### src/rtl/digiclk_cpu_oci_dct_packer.sv
// DCT trace packer: appends 2-bit trace codes into a 30-bit fill buffer and
// hands full or flushed frames to a one-deep valid/ready holding register.
module digiclk_cpu_oci_dct_packer #(
    parameter int unsigned ENTRY_W = 2,
    parameter int unsigned ENTRIES = 15
) (
    input  logic                       clk_i,
    input  logic                       reset_i,
    input  logic                       dct_valid_i,
    input  logic [ENTRY_W-1:0]         dct_code_i,
    input  logic                       flush_i,
    input  logic                       frame_ready_i,
    input  logic                       overflow_clr_i,
    output logic [ENTRY_W*ENTRIES-1:0] dct_buffer_o,
    output logic [3:0]                 dct_count_o,
    output logic                       frame_valid_o,
    output logic [ENTRY_W*ENTRIES-1:0] frame_data_o,
    output logic [3:0]                 frame_count_o,
    output logic                       overflow_o
);

    localparam int unsigned BufW = ENTRY_W * ENTRIES;
    localparam logic [3:0]  CntFull = 4'(ENTRIES);

    typedef enum logic {StEmpty, StFull} hold_e;

    hold_e             hold_q, hold_d;
    logic [BufW-1:0]   buf_q, buf_d;
    logic [3:0]        count_q, count_d;
    logic [BufW-1:0]   frame_data_q, frame_data_d;
    logic [3:0]        frame_count_q, frame_count_d;
    logic              pending_q, pending_d;
    logic              overflow_q, overflow_d;

    logic              accept;
    logic              drop;
    logic [BufW-1:0]   buf_next;
    logic [3:0]        count_next;
    logic              slot_avail;
    logic              push_need;
    logic              push;

    // Append datapath: fold this cycle's accepted code into the buffer.
    always_comb begin
        accept     = dct_valid_i && (count_q < CntFull);
        drop       = dct_valid_i && !accept;
        buf_next   = buf_q;
        count_next = count_q;
        if (accept) begin
            // Upper bits above count_q are always zero, so OR-ing is a write.
            buf_next   = buf_q | ({{(BufW-ENTRY_W){1'b0}}, dct_code_i} << (ENTRY_W * count_q));
            count_next = count_q + 4'd1;
        end
    end

    // Holding-register FSM plus push/flush/overflow next-state.
    always_comb begin
        hold_d        = hold_q;
        buf_d         = buf_next;
        count_d       = count_next;
        frame_data_d  = frame_data_q;
        frame_count_d = frame_count_q;
        pending_d     = pending_q;
        overflow_d    = overflow_q;

        slot_avail = (hold_q == StEmpty) || frame_ready_i;
        push_need  = (count_next == CntFull) ||
                     ((flush_i || pending_q) && (count_next != 4'd0));
        push       = push_need && slot_avail;

        if (push) begin
            hold_d        = StFull;
            frame_data_d  = buf_next;
            frame_count_d = count_next;
            buf_d         = '0;
            count_d       = 4'd0;
            pending_d     = 1'b0;
        end else begin
            // A blocked push remembers itself; a flush on an empty buffer is dropped.
            pending_d = push_need;
            if (hold_q == StFull && frame_ready_i) begin
                hold_d = StEmpty;
            end
        end

        // Set beats clear when both happen together.
        if (drop) begin
            overflow_d = 1'b1;
        end else if (overflow_clr_i) begin
            overflow_d = 1'b0;
        end
    end

    // State registers, cleared asynchronously.
    always_ff @(posedge clk_i or posedge reset_i) begin
        if (reset_i) begin
            hold_q        <= StEmpty;
            buf_q         <= '0;
            count_q       <= 4'd0;
            frame_data_q  <= '0;
            frame_count_q <= 4'd0;
            pending_q     <= 1'b0;
            overflow_q    <= 1'b0;
        end else begin
            hold_q        <= hold_d;
            buf_q         <= buf_d;
            count_q       <= count_d;
            frame_data_q  <= frame_data_d;
            frame_count_q <= frame_count_d;
            pending_q     <= pending_d;
            overflow_q    <= overflow_d;
        end
    end

    assign dct_buffer_o  = buf_q;
    assign dct_count_o   = count_q;
    assign frame_valid_o = (hold_q == StFull);
    assign frame_data_o  = frame_data_q;
    assign frame_count_o = frame_count_q;
    assign overflow_o    = overflow_q;

endmodule

### config.mk
export PLATFORM = sky130hd
export DESIGN_NAME = digiclk_cpu_oci_dct_packer
export DESIGN_NICKNAME = d
export VERILOG_FILES = /design/src/rtl/digiclk_cpu_oci_dct_packer.sv
export SDC_FILE = /design/constraint.sdc
export NUM_CORES = 1
export LEC_CHECK = 0
export ABC_CLOCK_PERIOD_IN_PS = 5800
export BUFFER_PORTS_ARGS = -buffer_cell sky130_fd_sc_hd__buf_2
export CORE_ASPECT_RATIO = 1.5
export CORE_MARGIN = 2
export CORE_UTILIZATION = 55
export CTS_CLUSTER_DIAMETER = 50
export DETAILED_ROUTE_END_ITERATION = 8
export GPL_TIMING_DRIVEN = 1
export PLACE_DENSITY = 0.83
export SLEW_MARGIN = 5
export SYNTH_ARGS = -nofsm -noshare
export SYNTH_HDL_FRONTEND = slang
export SYNTH_SLANG_ARGS = --single-unit
### constraint.sdc
create_clock -name clk_i -period 5.8 [get_ports clk_i]
set_input_delay 0.87 -clock clk_i [delete_from_list [all_inputs] [get_ports clk_i]]
set_output_delay 0.87 -clock clk_i [all_outputs]
set_load 0.01 [all_outputs]
==> results of run 1 <==
-- through the flow --
| step | instances | power (mW) | util (%) | area [um^2] |
|---|---|---|---|---|
| final | 398 | 1.586 | 68.68 | 3575 |
| after global routing | 398 | 1.678 | 68.68 | 3575 |
| after CTS | 398 | 1.601 | 68.68 | 3575 |
| after detailed placement | 382 | 1.222 | 64.95 | 3381 |
| after global placement | 382 | 1.202 | 64.95 | 3381 |
| after floorplan | 251 | 1.059 | - | 2994 |
-- cell families (layout without fill, tap and decap cells) --
group,Yosys count,in the layout,synth area share (%)
mux,33,33,11.87
fa+ha+maj,1,1,0.4178
flops,71,71,59.34
xor+xnor,2,2,0.5851
simple gates,66,66,11.37
buf+inv,32,111,5.557
compound gates,46,46,10.86
-- per-layer routing --
metal	wire [um]	GRT usage, %
met1	2524	27.35
met2	3180	35.85
met3	340	6.675
met4	169	10.64
met5	0	0
-- Yosys cell counts (all sizes together) (2+ instances only) --
cell type  number  area share, %
nand3           2           0.33
buf            12            3.1
a31oi           2           0.42
nor3            4           0.67
mux2           20            7.5
nor2           21            2.6
a21oi          14            2.3
and2            3           0.63
o22ai           2           0.63
nor2b          25            5.3
a211oi          2           0.84
clkbuf          4           0.50
xnor2           2           0.59
nand2b          4           0.84
o21ai           3           0.50
inv            16            2.0
mux2i          13            4.3
a21o           20            5.0
dfrtp          71             59
nand2           6           0.75
-- worst max path at each step --
| stage | start | end | slack [ns] |
|---|---|---|---|
| 6_report | dct_count_o[1]$_DFF_PP0_ | frame_data_o[7]$_DFFE_PP0P_ | 2.95 |
| 3_5_place_dp | dct_valid_i | frame_data_o[7]$_DFFE_PP0P_ | 2.84 |
| 4_1_cts | dct_count_o[1]$_DFF_PP0_ | frame_data_o[7]$_DFFE_PP0P_ | 2.96 |
| 5_1_grt | dct_count_o[0]$_DFF_PP0_ | frame_data_o[7]$_DFFE_PP0P_ | 2.73 |
| 3_3_place_gp | dct_valid_i | frame_data_o[6]$_DFFE_PP0P_ | 2.90 |
| 2_1_floorplan | reset_i | dct_buffer_o[0]$_DFF_PP0_ | 3.13 |
-- cells in the final DEF (no fill, tap or decap) --
cell type  instances
mux2i_1           13
mux2_2             4
o21ai_1            1
nor2b_2            1
xnor2_1            2
and2_1             1
a21oi_1           14
clkinv_2           3
nor2b_1           24
o21ai_0            2
inv_1             14
o22a_1             1
a2bb2oi_1          1
a21o_1            20
clkbuf_8          13
and2_0             2
nand2_1            6
a31oi_1            2
o22ai_1            1
nand2b_1           4
buf_4              2
nand4_1            1
mux2_1            16
a211oi_4           1
nor3_1             4
o32ai_2            1
ha_1               1
a211oi_2           1
inv_2              2
nand3_1            2
o22ai_2            1
dfrtp_1           71
buf_2             77
nor2_1            21
-- sequential cells by signal, indices dropped and copies added, names as in the netlist --
signal         count
dct_buffer_o      30
pending_q          1
dct_count_o        4
frame_count_o      4
overflow_o         1
frame_data_o      30
frame_valid_o      1
-- final cells by class --
class / instances / area share (%)
Clock buffer: 13 / 5.005
Clock inverter: 3 / 0.4200
Inverter: 16 / 1.680
Multi-Input combinational cell: 148 / 29.61
Sequential cell: 71 / 49.70
Tap cell: 68 / 2.380
Timing Repair Buffer: 79 / 11.20
-- power by group --
part           switching [mW]  internal, mW
Combinational           0.306         0.217
Clock                   0.177         0.200
Sequential             0.0845         0.602
==> results.ini, run 1 <==
[placed_design]
place_ws_ns = 2.844
gp_congestion = 0.8063
io_buffer_count = 77
dp_hpwl_um = 4232

[drt]
first_pass_iters = 4
wl_um = 6214
drc_errors = 0
ant_nets = 0
routedWlPerCell_um = 15.61
viasPerCell = 5.296
drt_iter0_markers = 69
vias = 2108

[clocking]
ctsHoldBuffers = 0
numClockSinks = 71
cts_root_buffer = clkbuf_8
htreeDepth = 3
cts_setup_buffers = 0
cts_resized = 0
cts_tree = yes
cts.path.max_buffers = 2
clk_pin_slew_ns = 0.08
numCtsBuffers = 9
clock_latency_ns = 0.34

[min_path]
min_from = frame_data_o[16]$_DFFE_PP0P_
min_path_cells = 1
hp-class = reg2reg
hold_path_end = frame_data_o[16]$_DFFE_PP0P_

[grt]
grt_pass1_vias = 2061
grt_pass1_wl_um = 9984
grt_use_total_pct = 22.20
antenna_found_initial = 0
overflow = 0
grt_max_degree = 72

[critical_path]
timing.rr.start = dct_count_o[1]$_DFF_PP0_
r2r_end = frame_data_o[7]$_DFFE_PP0P_
path_class = reg2reg
critical_path_buf_inv_count = 1
critPathCaptureType = flip-flop
crit_required_ns = 6.02
worst_path_max_delay_cell = buf_4
arrival_ns = 3.08
crit_fanout = 67
cp-start-kind = flip-flop
cp_slowest_stage_delay_ns = 0.62
crit_family = compound AO/OA/AOI/OAI gates
ff2ff_setup_slack_ns = 2.95
worstPathCellList = ha_1, o21ai_1, a31oi_1, o32ai_2, a211oi_4, buf_4, mux2_2
r2r_cells = 7
path_depth = 7

[floorplan]
die_h_um = 94.37
die_area_um2 = 6062
start_util_pct = 57.52
core.rowCount = 32
core_um2 = 5205
pin_count = 78
die_w_um = 64.25

[logic_synthesis]
ys_warn_count = 0
synth_cells = 251
synth.cell_area_um2 = 2994
ys_ff_latch = 71
yosys_most_used_dff = dfrtp_1
synth_edf_count = 0
synthArstFlopShare_pct = 100.0
synth_area_per_cell_um2 = 11.93
synth_sequential_area_ratio_pct = 59.34
syn_nets = 260
ys_types = 34

[timing]
hold_viol_final = 0
finalSetupViolCount = 0
setup_tns_ns = 0
fin_crit_ns = 2.853
fin_worst_skew_ns = 0.01040
slew_violations = 0
max_freq_ghz = 0.3505
rsz0062_at_grt = false
worstMarginPinSlew_ns = 0.8777
whs_ns = 0.4806
slew_headroom_pct = 41.48
post-route-period-util_pct = 49.19
worst_slack_ns = 2.947

[final_layout]
multi_input_area_um2 = 1059
fill_cells = 415
final_nets = 334
area_delta_synth_final_pct = 19.39
num_antenna_cells = 0
ff_latch_area_um2 = 1777
drive_gt1_share_pct = 32.12

[power]
power.leakage_nw = 2.108
peakVddDrop_mv = 0.2381
power_density_nw_per_um2 = 443.7

[status]
status = finished clean

[job]
max_cap_viol_count = 0

Power figures use the tool's default switching activity.
==> run 2: changes to the inputs <==
ABC_CLOCK_PERIOD_IN_PS = 2850   (was 5800)
CORE_UTILIZATION = 52   (was 55)
PLACE_DENSITY = 0.79   (was 0.83)
clock period = 2.85 ns   (was 5.8 ns; I/O delays follow)
==> run 2 against run 1 <==
Against the previous run:
- wire length is 3.7% higher
- worst setup slack worse by 2.6 ns
- largest cell class unchanged
- power up 110%
- highest routed layer unchanged
- combinational power up 110%
- flip-flop and latch count did not move
- die area grew 5.5%
==> results.ini, run 2 (synthesized netlist as in run 1, its figures left out) <==
[clocking]
numClockSinks = 71  ; unchanged
cts_setup_buffers = 0  ; unchanged
ctsHoldBuffers = 0  ; unchanged
cts.path.max_buffers = 2  ; unchanged
numCtsBuffers = 9  ; unchanged
cts_tree = yes  ; unchanged
clock_latency_ns = 0.35  ; was 0.34 ns
cts_resized = 0  ; unchanged
cts_root_buffer = clkbuf_8  ; unchanged
htreeDepth = 3  ; unchanged
clk_pin_slew_ns = 0.07  ; was 0.08 ns

[power]
switchingPower_mw = 1.163  ; was 0.5671 mW
swShare_pct = 34.16  ; was 35.75%
peakVddDrop_mv = 0.4828  ; was 0.2381 mV
power_mw = 3.403  ; was 1.586 mW
power_density_nw_per_um2 = 934.4  ; was 443.7 nW/um^2
pwr-share-seq_pct = 40.6  ; was 43.3%
pwr-share-comb_pct = 33.0  ; was 32.9%
clkPwrFrac_pct = 26.4  ; was 23.8%
power.leakage_nw = 2.135  ; was 2.108 nW
power.internal_mw = 2.241  ; was 1.019 mW

[timing]
fin_crit_ns = 2.521  ; was 2.853 ns
rsz0062_at_grt = false  ; unchanged
slew_violations = 0  ; unchanged
setup_tns_ns = 0  ; unchanged
slew_headroom_pct = 40.18  ; was 41.48%
fin_worst_skew_ns = 0.008941  ; was 0.01040 ns
finalSetupViolCount = 0  ; unchanged
hold_viol_final = 0  ; unchanged
worst_slack_ns = 0.3294  ; was 2.947 ns
worstMarginPinSlew_ns = 0.8954  ; was 0.8777 ns
post-route-period-util_pct = 88.44  ; was 49.19%
max_freq_ghz = 0.3967  ; was 0.3505 GHz

[min_path]
hp-class = in2async  ; was reg2reg

[floorplan]
start_util_pct = 54.12  ; was 57.52%
core.rowCount = 33  ; was 32
die_h_um = 96.94  ; was 94.37 um
core_um2 = 5533  ; was 5205 um^2
die_w_um = 65.96  ; was 64.25 um
die_area_um2 = 6393  ; was 6062 um^2
pin_count = 78  ; unchanged

[final_layout]
final_nets = 337  ; was 334
fill_cells = 450  ; was 415
layout_common_cells = buf_2, dfrtp_1, nor2b_1, nor2_1, a21o_1  ; unchanged
fin_util_pct = 65.83  ; was 68.68%
drive_gt1_share_pct = 32.13  ; was 32.12%
fin_area_um2 = 3642  ; was 3575 um^2
ff_latch_area_um2 = 1777  ; unchanged
area_delta_synth_final_pct = 21.65  ; was 19.39%
multi_input_area_um2 = 1059  ; unchanged
num_antenna_cells = 0  ; unchanged
layout_commonest_cell = buf_2  ; unchanged

[critical_path]
cp-start-kind = flip-flop  ; unchanged
cp_slowest_stage_delay_ns = 0.51  ; was 0.62 ns
crit_family = compound AO/OA/AOI/OAI gates  ; unchanged
critical_path_buf_inv_count = 1  ; unchanged
arrival_ns = 2.75  ; was 3.08 ns
crit_fanout = 67  ; unchanged
critPathCaptureType = flip-flop  ; unchanged
timing.rr.start = dct_count_o[1]$_DFF_PP0_  ; unchanged
worstPathCellList = ha_1, o21ai_1, a31oi_1, o32ai_2, a211oi_4, buf_12, mux2_2  ; was ha_1, o21ai_1, a31oi_1, o32ai_2, a211oi_4, buf_4, mux2_2
startpoint = dct_count_o[1]$_DFF_PP0_  ; unchanged
path_class = reg2reg  ; unchanged
worst_path_max_delay_cell = dfrtp_1  ; was buf_4
crit_required_ns = 3.08  ; was 6.02 ns

[drt]
drt_iter0_markers = 149  ; was 69
vias = 2123  ; was 2108
ant_nets = 0  ; unchanged
first_pass_iters = 4  ; unchanged
wl_um = 6442  ; was 6214 um
viasPerCell = 5.268  ; was 5.296
routedWlPerCell_um = 15.99  ; was 15.61 um
drc_errors = 0  ; unchanged

[grt]
grt_pass1_wl_um = 10580  ; was 9984 um
overflow = 0  ; unchanged
grt_use_total_pct = 22.06  ; was 22.20%
grt_pass1_vias = 2196  ; was 2061
grt_max_degree = 68  ; was 72
antenna_found_initial = 0  ; unchanged

[job]
max_cap_viol_count = 0  ; unchanged

[placed_design]
dp_hpwl_um = 4507  ; was 4232 um
place_ws_ns = 0.3769  ; was 2.844 ns
io_buffer_count = 77  ; unchanged
postPlaceCellArea_um2 = 3418  ; was 3381 um^2
gp_congestion = 0.8545  ; was 0.8063

[status]
status = finished clean  ; unchanged

## run 2: final cells by class
cell class / count / area share (%)
Tap cell: 70 / 2.405
Clock buffer: 13 / 4.363
Inverter: 16 / 1.649
Multi-Input combinational cell: 148 / 29.06
Sequential cell: 71 / 48.78
Timing Repair Buffer: 82 / 11.95
Clock inverter: 3 / 1.786
## run 2: power by group through the flow
stage          Clock (mW)  Sequential (mW)  Combinational (mW)
3_3_place_gp            0             1.39                1.10
5_1_grt             0.956             1.41                1.24
4_1_cts             0.912             1.38                1.14
2_1_floorplan           0             1.47               0.688
3_5_place_dp            0             1.40                1.13
6_report            0.898             1.38                1.12
## run 2: metrics by stage
stage                     hold WS, ns  cells
final                          0.2459    403
after global routing           0.2765    403
after CTS                      0.2554    403
after floorplan                0.5288    251
after global placement         0.4653    387
after detailed placement       0.4691    387
## run 2: worst paths after layout
check                      slack, ns                      endpoint  cells past startpoint
min in group clk_i              0.27        overflow_o$_DFFE_PP0P_                      2
min                             0.25   frame_data_o[5]$_DFFE_PP0P_                      2
max                             0.33   frame_data_o[7]$_DFFE_PP0P_                      7
max reg2reg                     0.33   frame_data_o[7]$_DFFE_PP0P_                      7
min reg2reg                     0.48  frame_count_o[2]$_DFFE_PP0P_                      1
max in group asynchronous       1.84   frame_data_o[3]$_DFFE_PP0P_                      3
## run 2: per-layer routing
layer / global-route usage, % / share of wire (%) / vias to the layer above
li1: - / - / 989
met1: 27.79 / 41 / 1051
met2: 35.04 / 52 / 66
met3: 5.465 / 4.8 / 17
met4: 10.83 / 2.8 / 0
met5: 0 / 0 / -
==> run 3: changes to the inputs <==
RECOVER_POWER = 100   (was unset)
==> run 3 against run 2 <==
Against the previous run:
- the run now ends with max-capacitance violations, max-slew violations left
- combinational power decreased by 6%
- register-to-register slack hardly changed
- first-iteration DRC count is 10% higher
- clock power hardly changed
- wire length up 0.78%
- maximum frequency is 0.17% higher
- non-clock buffer count unchanged
- final cell count stayed put
- via count about the same
- critical path type unchanged
- critical endpoint unchanged
==> results.ini, run 3 (synthesized netlist as in run 1, its figures left out) <==
[clocking]
cts_root_buffer = clkbuf_8  ; unchanged
htreeDepth = 3  ; unchanged
clk_pin_slew_ns = 0.07  ; about the same
cts.path.max_buffers = 2  ; unchanged
numCtsBuffers = 9  ; unchanged
cts_setup_buffers = 0  ; unchanged
ctsHoldBuffers = 0  ; unchanged
cts_resized = 0  ; unchanged
clock_latency_ns = 0.35  ; about the same
numClockSinks = 71  ; unchanged
cts_tree = yes  ; unchanged

[min_path]
min_path_cells = 2
hold_path_end = overflow_o$_DFFE_PP0P_
min_from = overflow_clr_i
hp-class = in2reg  ; was in2async

[critical_path]
path_class = reg2reg  ; unchanged
timing.rr.start = dct_count_o[1]$_DFF_PP0_  ; unchanged
crit_fanout = 67  ; unchanged
crit_required_ns = 3.09  ; was 3.08 ns
cp_slowest_stage_delay_ns = 0.51  ; about the same
worstPathCellList = ha_1, o21ai_0, a31oi_1, o32ai_1, a211oi_4, buf_12, mux2_2  ; was ha_1, o21ai_1, a31oi_1, o32ai_2, a211oi_4, buf_12, mux2_2
ff2ff_setup_slack_ns = 0.33  ; about the same
worst_path_max_delay_cell = dfrtp_1  ; unchanged
r2r_end = frame_data_o[7]$_DFFE_PP0P_  ; unchanged
cp-start-kind = flip-flop  ; unchanged
critPathCaptureType = flip-flop  ; unchanged
r2r_cells = 7  ; unchanged
arrival_ns = 2.75  ; about the same

[final_layout]
fill_cells = 491  ; was 450
fin_area_um2 = 3533  ; was 3642 um^2
multi_input_area_um2 = 1051  ; was 1059 um^2
layout_commonest_cell = clkbuf_1  ; was buf_2
area_delta_synth_final_pct = 18.01  ; was 21.65%
fin_cells = 403  ; unchanged
drive_gt1_share_pct = 9.610  ; was 32.13%
ff_latch_area_um2 = 1777  ; unchanged
num_antenna_cells = 0  ; unchanged
final_nets = 337  ; unchanged
layout_common_cells = clkbuf_1, dfrtp_1, nor2b_1, nor2_1, a21o_1  ; was buf_2, dfrtp_1, nor2b_1, nor2_1, a21o_1

[placed_design]
dp_hpwl_um = 4507  ; unchanged
place_inst = 387  ; unchanged
io_buffer_count = 77  ; unchanged
postPlaceCellArea_um2 = 3418  ; unchanged
gp_congestion = 0.8545  ; unchanged
place_ws_ns = 0.3769  ; unchanged

[floorplan]
core_um2 = 5533  ; unchanged
die_h_um = 96.94  ; unchanged
die_w_um = 65.96  ; unchanged
core.rowCount = 33  ; unchanged
start_util_pct = 54.12  ; unchanged
die_area_um2 = 6393  ; unchanged
pin_count = 78  ; unchanged

[drt]
viasPerCell = 5.273  ; was 5.268
drt_iter0_markers = 164  ; was 149
vias = 2125  ; was 2123
first_pass_iters = 4  ; unchanged
ant_nets = 0  ; unchanged
routedWlPerCell_um = 16.11  ; was 15.99 um
drc_errors = 0  ; unchanged
wl_um = 6492  ; was 6442 um

[grt]
antenna_found_initial = 0  ; unchanged
overflow = 0  ; unchanged
grt_max_degree = 68  ; unchanged
grt_pass1_wl_um = 10580  ; unchanged
grt_use_total_pct = 22.06  ; unchanged
grt_pass1_vias = 2196  ; unchanged

[status]
status = finished, violations left  ; was finished clean
violations = max-capacitance violations, max-slew violations

[timing]
hold_viol_final = 0  ; unchanged
worst_slack_ns = 0.3338  ; was 0.3294 ns
slew_violations = 44  ; was 0
worstMarginPinSlew_ns = 1.531  ; was 0.8954 ns
fin_worst_skew_ns = 0.008772  ; was 0.008941 ns
slew_headroom_pct = -2.179  ; was 40.18%
post-route-period-util_pct = 88.29  ; was 88.44%
setup_tns_ns = 0  ; unchanged
max_freq_ghz = 0.3974  ; was 0.3967 GHz
finalSetupViolCount = 0  ; unchanged
rsz0062_at_grt = false  ; unchanged
fin_crit_ns = 2.516  ; was 2.521 ns

[power]
power.leakage_nw = 1.832  ; was 2.135 nW
peakVddDrop_mv = 0.4786  ; was 0.4828 mV
power_density_nw_per_um2 = 943.4  ; was 934.4 nW/um^2

[job]
max_cap_viol_count = 1  ; was 0

-- run 3: cell types whose count changed in the layout (fill, tap and decap cells not counted), sizes merged --
cell    before  now
clkbuf      13   86
buf         82    9
-- run 3: cell type report --
type / count / share of cell area (%)
Multi-Input combinational cell: 148 / 29.75
Tap cell: 70 / 2.479
Sequential cell: 71 / 50.28
Clock buffer: 13 / 4.497
Inverter: 16 / 1.700
Timing Repair Buffer: 82 / 9.455
Clock inverter: 3 / 1.841
-- run 3: per-stage QoR --
stage          util (%)  hold slack, ns  power [mW]
2_1_floorplan         -          0.5288       2.155
3_3_place_gp      61.78          0.4653       2.492
3_5_place_dp      61.78          0.4691       2.526
4_1_cts           65.83          0.2554       3.432
5_1_grt           63.86          0.2765       3.528
6_report          63.86          0.2658       3.333
-- run 3: report_power, final --
group	internal (mW)	switching, mW	leakage [nW]
logic	0.401	0.649	0.752
clock network	0.540	0.357	0.114
registers	1.23	0.159	0.966
total	2.17	1.17	1.83
-- run 3: how the worst max path moves through the flow --
stage | slack (ns) | depth (start not counted) | endpoint | from
after detailed placement | 0.38 | 7 | frame_data_o[7]$_DFFE_PP0P_ | dct_count_o[1]$_DFF_PP0_
after CTS | 0.36 | 7 | frame_data_o[18]$_DFFE_PP0P_ | dct_count_o[1]$_DFF_PP0_
after floorplan | 0.63 | 1 | dct_buffer_o[0]$_DFF_PP0_ | reset_i
after global routing | 0.16 | 7 | frame_data_o[9]$_DFFE_PP0P_ | dct_count_o[1]$_DFF_PP0_
final | 0.33 | 7 | frame_data_o[7]$_DFFE_PP0P_ | dct_count_o[1]$_DFF_PP0_
after global placement | 0.45 | 7 | frame_data_o[7]$_DFFE_PP0P_ | dct_count_o[1]$_DFF_PP0_
-- run 3: worst max-delay path, delay by kind of cell, from the launching register on --
family,cells,cell delay [ns]
AO/OA/AOI/OAI,4,0.78
flip-flops,1,0.51
adder cells (fa/ha/maj),1,0.39
multiplexers,1,0.38
buffers and inverters,1,0.33
-- run 3: layer usage --
metal / vias to the layer above / track usage, % / part of all wire (%)
met5: - / 0 / 0
met4: 0 / 10.83 / 2.9
met3: 16 / 5.465 / 5.2
met2: 66 / 35.04 / 52
met1: 1051 / 27.79 / 40
li1: 992 / - / -
